`src/rtl/fetch_pkg.sv`:
```
// Shared definitions for the fetch front-end: RV32I control-flow opcodes,
// fetch FSM encoding, instruction-queue entry layout and J-immediate decode.
package fetch_pkg;

    localparam logic [6:0] OP_JAL    = 7'b1101111;
    localparam logic [6:0] OP_JALR   = 7'b1100111;
    localparam logic [6:0] OP_BRANCH = 7'b1100011;

    localparam logic [1:0] ST_IDLE  = 2'd0;
    localparam logic [1:0] ST_WAIT  = 2'd1;
    localparam logic [1:0] ST_STALL = 2'd2;
    localparam logic [1:0] ST_DROP  = 2'd3;

    typedef struct packed {
        logic [31:0] inst;
        logic [31:0] pc;
        logic        pred;
    } iq_entry_t;

    // J-type immediate: sign-extended, bit 0 always zero.
    function automatic logic [31:0] j_imm(input logic [31:0] inst);
        return {{12{inst[31]}}, inst[19:12], inst[20], inst[30:21], 1'b0};
    endfunction

endpackage

```
`src/rtl/instruction_fetcher_if.sv`:
```
// Fetch-stage bus bundle: icache request/response, RoB redirect and the
// issue handshake towards the decoder/dispatcher.
interface instruction_fetcher_if;

    logic        icache_req_valid;
    logic [31:0] icache_req_addr;
    logic        icache_resp_valid;
    logic [31:0] icache_resp_inst;
    logic        flush_in;
    logic [31:0] flush_pc;
    logic        issue_valid;
    logic [31:0] issue_inst;
    logic [31:0] issue_pc;
    logic        issue_pred_taken;
    logic        issue_ready;

    modport master (
        output icache_req_valid, icache_req_addr,
        input  icache_resp_valid, icache_resp_inst,
        input  flush_in, flush_pc,
        output issue_valid, issue_inst, issue_pc, issue_pred_taken,
        input  issue_ready
    );

    modport slave (
        input  icache_req_valid, icache_req_addr,
        output icache_resp_valid, icache_resp_inst,
        output flush_in, flush_pc,
        input  issue_valid, issue_inst, issue_pc, issue_pred_taken,
        output issue_ready
    );

endinterface

```
`src/rtl/inst_queue.sv`:
```
// Circular in-order instruction queue, depth 2**WIDTH, with synchronous clear.
// A push alongside a pop is accepted even when full.
module inst_queue
    import fetch_pkg::*;
#(
    parameter int WIDTH = 2
) (
    input  logic      clk_in,
    input  logic      rst_in,
    input  logic      push,
    input  iq_entry_t push_data,
    input  logic      pop,
    input  logic      clear,
    output logic      full,
    output logic      empty,
    output iq_entry_t head
);

    localparam int DEPTH = 1 << WIDTH;

    iq_entry_t        mem [DEPTH];
    logic [WIDTH-1:0] head_ptr;
    logic [WIDTH-1:0] tail_ptr;
    logic [WIDTH:0]   count;
    logic             do_push;
    logic             do_pop;

    assign empty   = (count == '0);
    assign full    = (count == (WIDTH+1)'(DEPTH));
    assign do_pop  = pop && !empty && !clear;
    assign do_push = push && (!full || do_pop) && !clear;
    assign head    = mem[head_ptr];

    // NOTE: state registers use non-blocking assignments so every flop samples pre-edge values.
    always_ff @(posedge clk_in or posedge rst_in) begin
        if (rst_in) begin
            head_ptr <= '0;
            tail_ptr <= '0;
            count    <= '0;
        end else if (clear) begin
            head_ptr <= '0;
            tail_ptr <= '0;
            count    <= '0;
        end else begin
            if (do_push) tail_ptr <= tail_ptr + 1'b1;
            if (do_pop)  head_ptr <= head_ptr + 1'b1;
            case ({do_push, do_pop})
                2'b10:   count <= count + 1'b1;
                2'b01:   count <= count - 1'b1;
                default: count <= count;
            endcase
        end
    end

    // NOTE: payload storage is not reset; count/pointers alone decide validity.
    always_ff @(posedge clk_in) begin
        if (do_push) mem[tail_ptr] <= push_data;
    end

endmodule

```
`src/rtl/instruction_fetcher.sv`:
```
// Fetch stage: owns the fetch PC, issues one icache request at a time,
// statically predicts jal taken, stalls on jalr until a RoB flush.
module instruction_fetcher
    import fetch_pkg::*;
#(
    parameter int          IQ_WIDTH = 2,
    parameter logic [31:0] RESET_PC = 32'h0
) (
    input  logic                  clk_in,
    input  logic                  rst_in,
    input  logic                  rdy_in,
    instruction_fetcher_if.master bus
);

    logic [1:0]  state;
    logic [1:0]  state_next;
    logic [31:0] pc;
    logic [31:0] pc_next;
    logic        push_req;
    logic        pred;
    logic        q_full;
    logic        q_empty;
    logic        q_push;
    logic        q_pop;
    logic        q_clear;
    iq_entry_t   q_head;
    iq_entry_t   push_data;
    logic [6:0]  opcode;

    assign opcode    = bus.icache_resp_inst[6:0];
    assign push_data = '{inst: bus.icache_resp_inst, pc: pc, pred: pred};

    always_comb begin
        // NOTE: every signal gets a default first so no branch infers a latch.
        state_next = state;
        pc_next    = pc;
        push_req   = 1'b0;
        pred       = 1'b0;
        if (bus.flush_in) begin
            pc_next    = bus.flush_pc;
            state_next = (state == ST_WAIT && !bus.icache_resp_valid) ? ST_DROP : ST_IDLE;
        end else begin
            case (state)
                ST_IDLE: if (!q_full) state_next = ST_WAIT;
                ST_WAIT: begin
                    if (bus.icache_resp_valid) begin
                        push_req   = 1'b1;
                        pc_next    = pc + 32'd4;
                        state_next = ST_IDLE;
                        if (opcode == OP_JAL) begin
                            pc_next = pc + j_imm(bus.icache_resp_inst);
                            pred    = 1'b1;
                        end else if (opcode == OP_JALR) begin
                            state_next = ST_STALL;
                        end
                    end
                end
                ST_STALL: state_next = ST_STALL;
                ST_DROP:  if (bus.icache_resp_valid) state_next = ST_IDLE;
                default:  state_next = ST_IDLE;
            endcase
        end
    end

    always_ff @(posedge clk_in or posedge rst_in) begin
        if (rst_in) begin
            state <= ST_IDLE;
            pc    <= RESET_PC;
        end else if (rdy_in) begin
            state <= state_next;
            pc    <= pc_next;
        end
    end

    // Flush wins over any same-cycle push or pop.
    assign q_clear = rdy_in && bus.flush_in;
    assign q_push  = rdy_in && push_req;
    assign q_pop   = rdy_in && !bus.flush_in && !q_empty && bus.issue_ready;

    inst_queue #(.WIDTH(IQ_WIDTH)) u_queue (
        .clk_in    (clk_in),
        .rst_in    (rst_in),
        .push      (q_push),
        .push_data (push_data),
        .pop       (q_pop),
        .clear     (q_clear),
        .full      (q_full),
        .empty     (q_empty),
        .head      (q_head)
    );

    // Requests are suppressed on a flush cycle so no response goes unclaimed.
    assign bus.icache_req_valid = rdy_in && !rst_in && !bus.flush_in && (state == ST_IDLE) && !q_full;
    assign bus.icache_req_addr  = pc;

    assign bus.issue_valid      = !q_empty;
    assign bus.issue_inst       = q_empty ? 32'h0 : q_head.inst;
    assign bus.issue_pc         = q_empty ? 32'h0 : q_head.pc;
    assign bus.issue_pred_taken = !q_empty && q_head.pred;

endmodule

```
`src/flat_wrapper.sv`:
```
// flat-port wrapper written by rule: the top's interface ports become plain ports
module instruction_fetcher_flat import fetch_pkg::*;
#(
    parameter int          IQ_WIDTH = 2,
    parameter logic [31:0] RESET_PC = 32'h0
)
  (clk_in, rst_in, rdy_in, bus_icache_req_valid, bus_icache_req_addr, bus_icache_resp_valid, bus_icache_resp_inst, bus_flush_in, bus_flush_pc, bus_issue_valid, bus_issue_inst, bus_issue_pc, bus_issue_pred_taken, bus_issue_ready);
  instruction_fetcher_if bus_i ();
  input  logic clk_in;
  input  logic rst_in;
  input  logic rdy_in;
  output wire logic [$bits(bus_i.icache_req_valid)-1:0] bus_icache_req_valid;
  output wire logic [$bits(bus_i.icache_req_addr)-1:0] bus_icache_req_addr;
  input wire logic [$bits(bus_i.icache_resp_valid)-1:0] bus_icache_resp_valid;
  input wire logic [$bits(bus_i.icache_resp_inst)-1:0] bus_icache_resp_inst;
  input wire logic [$bits(bus_i.flush_in)-1:0] bus_flush_in;
  input wire logic [$bits(bus_i.flush_pc)-1:0] bus_flush_pc;
  output wire logic [$bits(bus_i.issue_valid)-1:0] bus_issue_valid;
  output wire logic [$bits(bus_i.issue_inst)-1:0] bus_issue_inst;
  output wire logic [$bits(bus_i.issue_pc)-1:0] bus_issue_pc;
  output wire logic [$bits(bus_i.issue_pred_taken)-1:0] bus_issue_pred_taken;
  input wire logic [$bits(bus_i.issue_ready)-1:0] bus_issue_ready;
  assign bus_icache_req_valid = bus_i.icache_req_valid;
  assign bus_icache_req_addr = bus_i.icache_req_addr;
  assign bus_i.icache_resp_valid = bus_icache_resp_valid;
  assign bus_i.icache_resp_inst = bus_icache_resp_inst;
  assign bus_i.flush_in = bus_flush_in;
  assign bus_i.flush_pc = bus_flush_pc;
  assign bus_issue_valid = bus_i.issue_valid;
  assign bus_issue_inst = bus_i.issue_inst;
  assign bus_issue_pc = bus_i.issue_pc;
  assign bus_issue_pred_taken = bus_i.issue_pred_taken;
  assign bus_i.issue_ready = bus_issue_ready;
  instruction_fetcher #(.IQ_WIDTH(IQ_WIDTH), .RESET_PC(RESET_PC)) u_core (.clk_in(clk_in), .rst_in(rst_in), .rdy_in(rdy_in), .bus(bus_i));
endmodule
```
`config.mk`:
```
export PLATFORM = sky130hd
export DESIGN_NAME = instruction_fetcher_flat
export DESIGN_NICKNAME = d
export VERILOG_FILES = /design/src/rtl/fetch_pkg.sv /design/src/rtl/instruction_fetcher_if.sv /design/src/rtl/inst_queue.sv /design/src/rtl/instruction_fetcher.sv /design/src/flat_wrapper.sv
export SDC_FILE = /design/constraint.sdc
export NUM_CORES = 1
export LEC_CHECK = 0
export BUFFER_PORTS_ARGS = -buffer_cell sky130_fd_sc_hd__buf_2
export CORE_MARGIN = 3
export CORE_UTILIZATION = 59
export CTS_CLUSTER_SIZE = 40
export DETAILED_ROUTE_END_ITERATION = 10
export HOLD_SLACK_MARGIN = 0.1
export PLACE_DENSITY = 0.81
export SLEW_MARGIN = 30
export SYNTH_ARGS = -nofsm -noshare
export SYNTH_HDL_FRONTEND = slang
export SYNTH_SLANG_ARGS = --single-unit
```
`constraint.sdc`:
```
create_clock -name clk_in -period 4.1 [get_ports clk_in]
set_input_delay 0.615 -clock clk_in [delete_from_list [all_inputs] [get_ports clk_in]]
set_output_delay 0.615 -clock clk_in [all_outputs]
set_load 0.01 [all_outputs]
```
# Yosys cells after proc, flatten, opt, wreduce, memory -nomap -nowiden
# Memories as Yosys holds them, arrays and structs flattened.
# Cells that the tools add are included.
dict set report word_totals {
  ff_bits 41
  ramBits 260
  in_bits 70
  out_inout_bits 99
  elab_cells 83
  n_memories 1
}
dict set report op_classes {
  n_addsub 6
  eq_ne 11
  mux 29
  n_reduce_logical 31
}
# name words width read_ports rd_ports_with_merged_regs wr line_no
set mem_list {}
lappend mem_list {u_core.u_queue.mem 4 65 1 0 1 inst_queue.sv:21} ;# iq_entry_t mem [DEPTH];
# op count
set op_table {}
lappend op_table {{$mux W32} 6}
lappend op_table {{$add A32 B3 Y32 const B} 1}
lappend op_table {{$add A32 B32 Y32} 1}
lappend op_table {{$mux W2} 11}
lappend op_table {{$logic_and A1 B1 Y1} 15}
lappend op_table {{$eq A7 B7 Y1 const B} 2}
lappend op_table {{$mux W1} 9}
lappend op_table {{$ne A3 B3 Y1 const B} 3}
lappend op_table {{$pmux W2 S4} 1}
lappend op_table {{$reduce_bool A2 Y1} 4}
lappend op_table {{$eq A2 B2 Y1 const B} 3}
lappend op_table {{$logic_not A1 Y1} 6}
lappend op_table {{$pmux W3 S2} 1}
lappend op_table {{$add A2 B1 Y2 const B} 2}
lappend op_table {{$eq A2 B1 Y1 const B} 2}
lappend op_table {{$reduce_and A4 Y1} 1}
lappend op_table {{$add A3 B1 Y3 const B} 1}
lappend op_table {{$eq A3 B3 Y1 const B} 1}
lappend op_table {{$logic_not A3 Y1} 1}
lappend op_table {{$mux W3} 1}
lappend op_table {{$reduce_and A3 Y1} 1}
lappend op_table {{$reduce_bool A3 Y1} 1}
lappend op_table {{$sub A3 B1 Y3 const B} 1}
lappend op_table {{$logic_not A2 Y1} 1}
lappend op_table {{$logic_or A1 B1 Y1} 1}

# Logic depth before layout (Yosys ltp)
# Gate-level depths: netlist of run 1.
dict set report depth {
  word_depth 12
  mapped_depth 12
  depth_no_buf 12
}

# Cells and area by module
# A second synthesis of run 1 with hierarchy kept.
dict set report hier_totals {
  hier_cells 967
  hier_area_um2 14118.5
}
# module n_inst cells_each area_each_um2 seq_area_each_um2
set by_module_without_submodules {}
lappend by_module_without_submodules {inst_queue 1 403 9914.5 7982.7}
lappend by_module_without_submodules {instruction_fetcher 1 564 4204.0 850.8}

# Least setup slack after synthesis of run 1
# Ideal clock, no wire load.
dict set report synth_path {
  path_kind {input to register}
  startpoint {input port rdy_in}
  endpoint {memory u_core.u_queue.mem[0][0] in the netlist's numbering, enable pin}
  setup_time_ps 430
  arrival_time_ps 3023
  t_required_ps 3670
  path_slack_ps 647
  cell_stages 5
  path_buffers 1
  path_cell_list {clkbuf_1 > nor2b_1 > nand2_1 > nor2_1 > and2_1}
}
dict set report synth_between {
  elab_chain_cells 10
  elab_cells_between_ends 13
  classes_between {mux (2); reduce/logical (11)}
}
# item line_no
set synth_rtl {}
lappend synth_rtl {{from (decl)} flat_wrapper.sv:11} ;# input logic rdy_in;
lappend synth_rtl {{$logic_and A1 B1 Y1 (3 in a row)} instruction_fetcher.sv:78} ;# assign q_pop = rdy_in && !bus.flush_in && !q_empty && bus.issue_ready;
lappend synth_rtl {{$logic_and A1 B1 Y1 (2 in a row)} inst_queue.sv:30} ;# assign do_pop = pop && !empty && !clear;
lappend synth_rtl {{$logic_or A1 B1 Y1} inst_queue.sv:31} ;# assign do_push = push && (!full || do_pop) && !clear;
lappend synth_rtl {{$logic_and A1 B1 Y1} inst_queue.sv:31}
lappend synth_rtl {{$logic_and A1 B1 Y1 (*)} inst_queue.sv:31}
lappend synth_rtl {{$mux W1 (*)} inst_queue.sv:57} ;# if (do_push) mem[tail_ptr] <= push_data;
lappend synth_rtl {{$mux W1 (not written as such) (*)} inst_queue.sv:57}
lappend synth_rtl {{to (decl)} inst_queue.sv:21}
# Mark *: on every way between the ends. The rest lies on a longest branch, timed or not.

# Final worst setup path of run 1
dict set report layout_path {
  startpoint {register u_core.u_queue.head_ptr[0]}
  endpoint {output port bus_issue_pc[12]}
}
dict set report layout_between {
  elab_chain_cells 2
}
# item line_no
set layout_rtl {}
lappend layout_rtl {{from (decl)} inst_queue.sv:22} ;# logic [WIDTH-1:0] head_ptr;
lappend layout_rtl {{from (signal assigned)} inst_queue.sv:46} ;# if (do_pop) head_ptr <= head_ptr + 1'b1;
lappend layout_rtl {{$mem_v2 Z4 W65} n/a}
lappend layout_rtl {{$mux W32} instruction_fetcher.sv:98} ;# assign bus.issue_pc = q_empty ? 32'h0 : q_head.pc;
lappend layout_rtl {{to (decl)} flat_wrapper.sv:20} ;# output wire logic [$bits(bus_i.issue_pc)-1:0] bus_issue_pc;
# Every way passes these cells.

==> Implementation_results.wiki, run 1 <==
{| class="wikitable"
! Metric !! Value
|-
| Worst vdd rail ir drop || around 300 uV
|-
| Die area || approximately 26000 sq um
|-
| Pin count of the biggest net entering global routing || 68
|-
| Root Buffer Master || clkbuf_16
|-
| Detailed Place HPWL || ~22000 um
|-
| Setup Total Neg Slack || 0 ns
|-
| Leading cell types in the layout, fill and taps excluded || edfxtp_1 (260), buf_2 (168), and2_1 (74), mux4_2 (65), nand2_1 (63)
|-
| Kind of critical path || flip-flop to output port
|-
| Cells after synthesis || 992
|-
| Relative contribution of the clock network to total power || 29.8%
|-
| Data required time at the worst endpoint || approximately 3.5 ns
|-
| Comb pwr share || about a quarter
|-
| Leakage || approximately 6 nW
|-
| Wirelength per Cell || 22.6 um
|-
| Internal Dissipation || a little over 6 mW
|-
| Number of global-route vias before repair || roughly 9k
|-
| Final Max Tran Viols || 0
|-
| Power density normalized to cell area || about 530 nW/um^2
|-
| TritonCTS clock tree || done
|-
| Total overflow reported by the global router || 0
|-
| Min-delay worst type || primary input to asynchronous set/reset pin
|-
| Post-layout util || between 60% and 70%
|-
| Nets@finish || 1267
|-
| Clock H-tree levels || 1
|-
| Via/cell ratio || ~6.2
|-
| Chip height || 161 um
|-
| Worst-margin pin slew || ~0.86 ns
|-
| Maxcap violations || 0
|-
| Worst slew slack as a fraction of its limit || a little over two fifths
|-
| Largest buffer count on any clock path || 3
|-
| Later-pin clock latency in the skew report || roughly 0.54 ns
|-
| Crit path max fanout || 27
|-
| Proportion of register bits with asynchronous set or reset after synthesis || 13.6%
|-
| Buffers on Ports || 168
|-
| Routed WL || 33800 um
|-
| Synth Flop Type || edfxtp_1
|-
| PostCTS Resize Cnt || 0
|-
| Part of the total power dissipated in sequential elements || about 45%
|-
| Fraction of layout instances using a drive strength above 1 || 26.6%
|-
| Sw Ratio || a little under a third
|-
| Outcome || complete, no violations
|-
| Total non-filler cell area in the finished layout || roughly 16000 sq um
|-
| Number of antenna violations at the first check in global routing || 2
|-
| Routed vias || approximately 9.3k
|-
| Number of enable flip-flop cells after synthesis || 260
|-
| Fin crit share || between 80% and 90%
|-
| Max Freq || 303 MHz
|-
| P&R area growth vs syn || 15.5%
|-
| Count of non-filler cells in the finished layout || 1500
|-
| GR Util All Layers || between 20% and 30%
|-
| Reg clk slew, reported paths || around 0.060 ns
|-
| Cell variety after synth || between 60 and 70
|-
| Post-placement cell count || approximately 1.4k
|-
| Worst setup EP type || output port
|-
| Net Switching || around 2.7 mW
|-
| Hold-fix buffer count after cts || 0
|-
| First-pass iteration count of the detailed router || 5
|-
| Fillers || 1612
|-
| Synth Cell Area || 14200 sq um
|-
| Maximum clock skew at final layout || just over 0.01 ns
|-
| Initial drt markers || between 700 and 800
|-
| Area of the placeable core || about 24000 sq um
|-
| FF+latch count, synth || around 300
|-
| Inserted Diodes || 0
|-
| RSZ-0062 raised after global routing || false
|-
| Final worst path period need || about 3.3 ns
|-
| Critical Path Source Type || flip-flop
|-
| Num Clock Sinks || 301
|-
| Wire length of the first global-routing pass || 53000 um
|-
| Post-CTS setup repair buffer count || 0
|-
| Crit path DAT || 2.69 ns
|-
| Standard-cell row count || between 50 and 60
|-
| Placed instance area || 15500 sq um
|-
| Number of buffers created by CTS || 28
|-
| Synthesized netlist net count || 1100
|-
| Initial core utilization || between 60% and 70%
|-
| Overall power of the completed layout || 8.76 mW
|-
| Post-route ant nets || 0
|-
| Die Width || about 160 um
|-
| Average size of a mapped cell || 14.3 sq um
|-
| Post-detailed-route DRC marker count || 0
|-
| Final hold violation count || 0
|-
| Part of the Yosys area used for sequential elements || 62.2%
|-
| Final weighted congestion in routability-driven placement || slightly above 0.9
|-
| Finish-stage setup viols || 0
|-
| Boundary pin count || about 170
|-
| Most common cell after layout, fill and taps aside || edfxtp_1
|-
| Syn. warnings || 0
|}
## synthesized netlist by cell type, drive strengths merged (3+ instances only)
| cell | n | share of area, % |
|---|---|---|
| clkbuf | 38 | 1.0 |
| a32oi | 4 | 0.25 |
| a31oi | 7 | 0.31 |
| nand4 | 9 | 0.40 |
| dfrtp | 41 | 7.2 |
| a21o | 15 | 0.79 |
| a21oi | 53 | 1.9 |
| a22oi | 7 | 0.37 |
| a2111oi | 3 | 0.27 |
| ha | 36 | 3.2 |
| nand3b | 4 | 0.21 |
| nor2b | 7 | 0.31 |
| nor3b | 3 | 0.16 |
| nor3 | 9 | 0.32 |
| xor2 | 19 | 1.2 |
| xnor2 | 22 | 1.4 |
| o31ai | 3 | 0.16 |
| and2 | 78 | 3.4 |
| nand2b | 7 | 0.31 |
| or3 | 5 | 0.22 |
| nand3 | 22 | 0.78 |
| o211ai | 7 | 0.37 |
| o21ai | 50 | 1.8 |
| and3 | 12 | 0.60 |
| a211oi | 17 | 0.90 |
| a221oi | 4 | 0.33 |
| mux2i | 6 | 0.42 |
| mux4 | 65 | 10 |
| nand2 | 64 | 1.7 |
| o21a | 7 | 0.37 |
| or2 | 3 | 0.13 |
| edfxtp | 260 | 55 |
| nor2 | 53 | 1.4 |
| inv | 18 | 0.48 |
| buf | 8 | 0.28 |
## cells by family after synthesis
kind of cell | count (synthesis) | synth area share [%]
AND/OR/NAND/NOR | 281 | 10.3
buffers and inverters | 64 | 1.76
multiplexers | 71 | 10.7
flip-flops | 301 | 62.2
AO/OA/AOI/OAI | 196 | 9.01
XOR/XNOR | 41 | 2.53
adder cells (fa/ha/maj) | 38 | 3.45
## sequential cells by signal, indices dropped and copies added, names as in the netlist, named ones only
name,cells
u_core.u_queue.mem,260
u_core.bus.icache_req_addr,32
u_core.u_queue.tail_ptr,2
u_core.state,1
u_core.u_queue.head_ptr,2
u_core.u_queue.count,3
## final cells by class
cell class              instances  area (sq um)  share of cell area [%]
clock buffers                  32           737                    4.49
clock inverters                20           198                    1.21
inverters                      18          67.6                   0.412
multi-input cells             627          5130                    31.3
flip-flops and latches        301          8840                    53.9
well taps                     319           399                    2.43
repair buffers                183          1030                    6.27
## critical path, stage by stage (launching register included)
cell,delay [ns]
dfrtp_4,0.78
buf_4,0.45
mux4_2,0.55
and2_1,0.19
buf_2,0.14
## final timing paths
path,depth (start not counted),slack (ns),end,start
max in group asynchronous,3,3.39,u_core.u_queue.head_ptr[0]$_DFFE_PP0P_,rst_in
worst min-delay path,3,0.25,u_core.u_queue.tail_ptr[1]$_DFFE_PP0P_,rst_in
min in group clk_in,1,0.29,u_core.u_queue.mem[3][44]$_DFFE_PP_,bus_icache_resp_inst[11]
worst min register to register,1,0.56,u_core.u_queue.tail_ptr[0]$_DFFE_PP0P_,u_core.u_queue.tail_ptr[0]$_DFFE_PP0P_
worst max-delay path,4,0.80,bus_issue_pc[12],u_core.u_queue.head_ptr[0]$_DFFE_PP0P_
worst max register to register,12,0.87,u_core.bus.icache_req_addr[25]$_DFFE_PP0P_,u_core.bus.icache_req_addr[1]$_DFFE_PP0P_
## power groups by stage
stage	Clock, mW	Combinational, mW	Sequential (mW)
floorplan	0	1.54	3.85
global placement	0	2.20	3.96
detailed placement	0	2.23	3.97
CTS	2.64	2.25	3.90
global route	2.77	2.47	3.94
finish	2.61	2.24	3.90
## per-layer routing
metal | vias up | track usage [%] | part of all wire [%]
met4 | 4 | 7.82 | 2.3
met5 | - | 0 | 0.080
met3 | 58 | 4.77 | 8.8
met2 | 459 | 41.5 | 47
li1 | 4186 | - | -
met1 | 4600 | 38.4 | 42
## metrics by stage
step | setup WS [ns] | hold WS, ns
4_1_cts | 0.714 | 0.257
3_5_place_dp | 0.710 | 0.554
6_report | 0.796 | 0.246
2_1_floorplan | 0.647 | 0.512
5_1_grt | 0.606 | 0.275
3_3_place_gp | 0.752 | 0.539
No activity file was read; power rests on OpenSTA's default activity.
==> inputs of run 2 (changes only) <==
--- a/config.mk
+++ b/config.mk
@@ -7,11 +7,11 @@
 export LEC_CHECK = 0
 export BUFFER_PORTS_ARGS = -buffer_cell sky130_fd_sc_hd__buf_2
 export CORE_MARGIN = 3
-export CORE_UTILIZATION = 59
+export CORE_UTILIZATION = 53
 export CTS_CLUSTER_SIZE = 40
 export DETAILED_ROUTE_END_ITERATION = 10
 export HOLD_SLACK_MARGIN = 0.1
-export PLACE_DENSITY = 0.81
+export PLACE_DENSITY = 0.77
 export SLEW_MARGIN = 30
 export SYNTH_ARGS = -nofsm -noshare
 export SYNTH_HDL_FRONTEND = slang
==> constraint.sdc (replaced) <==
create_clock -name clk_in -period 2.7 [get_ports clk_in]
set_input_delay 0.405 -clock clk_in [delete_from_list [all_inputs] [get_ports clk_in]]
set_output_delay 0.405 -clock clk_in [all_outputs]
set_load 0.01 [all_outputs]
==> Implementation_results.wiki, run 2 (synthesized netlist as in run 1, its figures left out) <==
{| class="wikitable"
! Metric !! Value
|-
| Largest register FFs || 260
|-
| Critical Path Source Type || flip-flop
|-
| Die Width || 170 um
|-
| Number of buffers created by CTS || 30
|-
| Nets@finish || 1416
|-
| Clock H-tree levels || 1
|-
| Buffers on Ports || ~170
|-
| Fraction of layout instances using a drive strength above 1 || between 30% and 40%
|-
| Root Buffer Master || clkbuf_16
|-
| RSZ-0062 raised after global routing || true
|-
| Power density normalized to cell area || roughly 800 nW/um^2
|-
| Final weighted congestion in routability-driven placement || just under 1
|-
| Data required time at the worst endpoint || between 3 and 4 ns
|-
| Final hold violation count || 0
|-
| Post-route ant nets || 0
|-
| Largest buffer count on any clock path || 3
|-
| Final worst slack || -0.0198 ns
|-
| Later-pin clock latency in the skew report || between 0.5 and 0.6 ns
|-
| Violated checks || negative setup slack
|-
| Cell family contributing the most delay on the critical path || compound AO/OA/AOI/OAI gates
|-
| Boundary pin count || about 170
|-
| Final Max Tran Viols || 0
|-
| Total non-filler cell area in the finished layout || ~18000 sq um
|-
| Most common cell after layout, fill and taps aside || edfxtp_1
|-
| Num Clock Sinks || 301
|-
| Leading cell types in the layout, fill and taps excluded || edfxtp_1 (260), buf_2 (168), buf_4 (120), and2_1 (74), mux4_2 (65)
|-
| Crit path max fanout || 2
|-
| GR Util All Layers || between 20% and 30%
|-
| Reg clk slew, reported paths || around 0.070 ns
|-
| Initial drt markers || between 1k and 1.5k
|-
| Largest register by flop count || u_core.u_queue.mem
|-
| Worst vdd rail ir drop || about 620 uV
|-
| Pin count of the biggest net entering global routing || 67
|-
| Max Freq || 368 MHz
|-
| Standard-cell row count || approximately 60
|-
| Detailed Place HPWL || around 25000 um
|-
| Kind of critical path || flip-flop to flip-flop
|-
| Area of the placeable core || 26200 sq um
|-
| Post-detailed-route DRC marker count || 0
|-
| Biggest cell delay along the critical path || 0.49 ns
|-
| TritonCTS clock tree || done
|-
| Final worst path period need || 2.72 ns
|-
| Crit path DAT || about 3.2 ns
|-
| Buffer and inverter count on the worst path || 1
|-
| Min-delay worst type || primary input to flip-flop
|-
| Worst slew slack as a fraction of its limit || between 40% and 50%
|-
| Finish-stage setup viols || 1
|-
| Leakage || between 6 and 7 nW
|-
| First-pass iteration count of the detailed router || 5
|-
| Routed WL || between 30000 and 40000 um
|-
| Via/cell ratio || about 5.9
|-
| Wirelength per Cell || between 20 and 25 um
|-
| Outcome || finished, violations left
|-
| Chip height || ~170 um
|-
| Overall power of the completed layout || approximately 14 mW
|-
| Cell Chain, Critical Path || ha_2 > inv_2 > fa_2 > nand2b_4 > a21oi_4 > o211ai_1 > a2111o_1 > nand3b_1 > a2111oi_2 > a41oi_1 > nor2_1 > o31ai_1
|-
| Fin crit share || 101%
|-
| Maximum clock skew at final layout || about 0.015 ns
|-
| P&R area growth vs syn || 26.8%
|-
| Routed vias || around 9.9k
|-
| Placed instance area || 16300 sq um
|-
| Wire length of the first global-routing pass || 56900 um
|-
| Number of antenna violations at the first check in global routing || 2
|-
| Post-layout util || slightly below 70%
|-
| Maxcap violations || 0
|-
| Number of global-route vias before repair || between 10k and 15k
|-
| Initial core utilization || between 50% and 60%
|-
| Slowest cell on the critical path || a2111o_1
|-
| Die area || a little under 30000 sq um
|-
| Total overflow reported by the global router || 0
|-
| Worst setup EP type || flip-flop
|-
| Worst-margin pin slew || between 0.7 and 0.8 ns
|}
## run 2: per-layer routing
layer	vias up	wire, um	share of wire (%)	global-route usage, %
met4	0	929	2.5	7.68
met3	75	2670	7.1	4.33
met2	409	18400	49	42.1
met1	4900	15400	41	35.4
met5	-	0	0	0
li1	4480	-	-	-
## run 2: path summary, 6_finish.rpt
path | start | end | slack [ns] | cells past startpoint
min in group asynchronous | rst_in | u_core.u_queue.count[1]$_DFFE_PP0P_ | 0.56 | 4
max reg2reg | u_core.bus.icache_req_addr[1]$_DFFE_PP0P_ | u_core.bus.icache_req_addr[29]$_DFFE_PP0P_ | -0.02 | 12
max | u_core.bus.icache_req_addr[1]$_DFFE_PP0P_ | u_core.bus.icache_req_addr[29]$_DFFE_PP0P_ | -0.02 | 12
max in group asynchronous | rst_in | u_core.bus.icache_req_addr[2]$_DFFE_PP0P_ | 1.65 | 4
min reg2reg | u_core.bus.icache_req_addr[0]$_DFFE_PP0P_ | u_core.u_queue.mem[2][1]$_DFFE_PP_ | 0.56 | 0
min | bus_flush_pc[19] | u_core.bus.icache_req_addr[19]$_DFFE_PP0P_ | 0.12 | 3
## run 2: area by class of cell
| class | instances | area (sq um) |
|---|---|---|
| Tap cell | 335 | 419 |
| Sequential cell | 301 | 8840 |
| Timing Repair Buffer | 330 | 2300 |
| Multi-Input combinational cell | 627 | 5380 |
| Antenna cell | 2 | 5.00 |
| Fill cell | 1736 | 8190 |
| Clock inverter | 18 | 201 |
| Clock buffer | 37 | 797 |
| Inverter | 18 | 67.6 |
## run 2: power breakdown
part,total [mW],internal (mW),switching [mW]
combinational,4.64,2.17,2.47
clock,4.20,2.47,1.73
sequential,5.64,5.41,0.232
## run 2: worst reg2reg max path: stages (launching register included)
cell and delay, ns:
dfrtp_1 0.35, ha_2 0.20, inv_2 0.04, fa_2 0.34, nand2b_4 0.16, a21oi_4 0.14
o211ai_1 0.18, a2111o_1 0.49, nand3b_1 0.21, a2111oi_2 0.10, a41oi_1 0.17, nor2_1 0.06
o31ai_1 0.19
## run 2: metrics by stage
step | instances | setup WS, ns | hold slack, ns | TNS, ns
finish | 1668 | -0.0198 | 0.122 | -0.0198
global placement | 1566 | -0.237 | 0.534 | -1.63
global route | 1668 | -0.134 | 0.110 | -0.536
floorplan | 992 | -0.00199 | 0.504 | -0.00199
CTS | 1654 | 0.00210 | 0.101 | 0
detailed placement | 1566 | -0.297 | 0.532 | -2.41
## run 2: what timing repair did
action | in CTS | in global routing
hold buffers | 26 | 0
cloned | 0 | 1
gates resized for setup | 10 | 41
hold endpoints to repair | 123 | 0
endpoints found under the setup margin | 62 | 82
pin swaps | 8 | 18
buffers inserted | 7 | 11
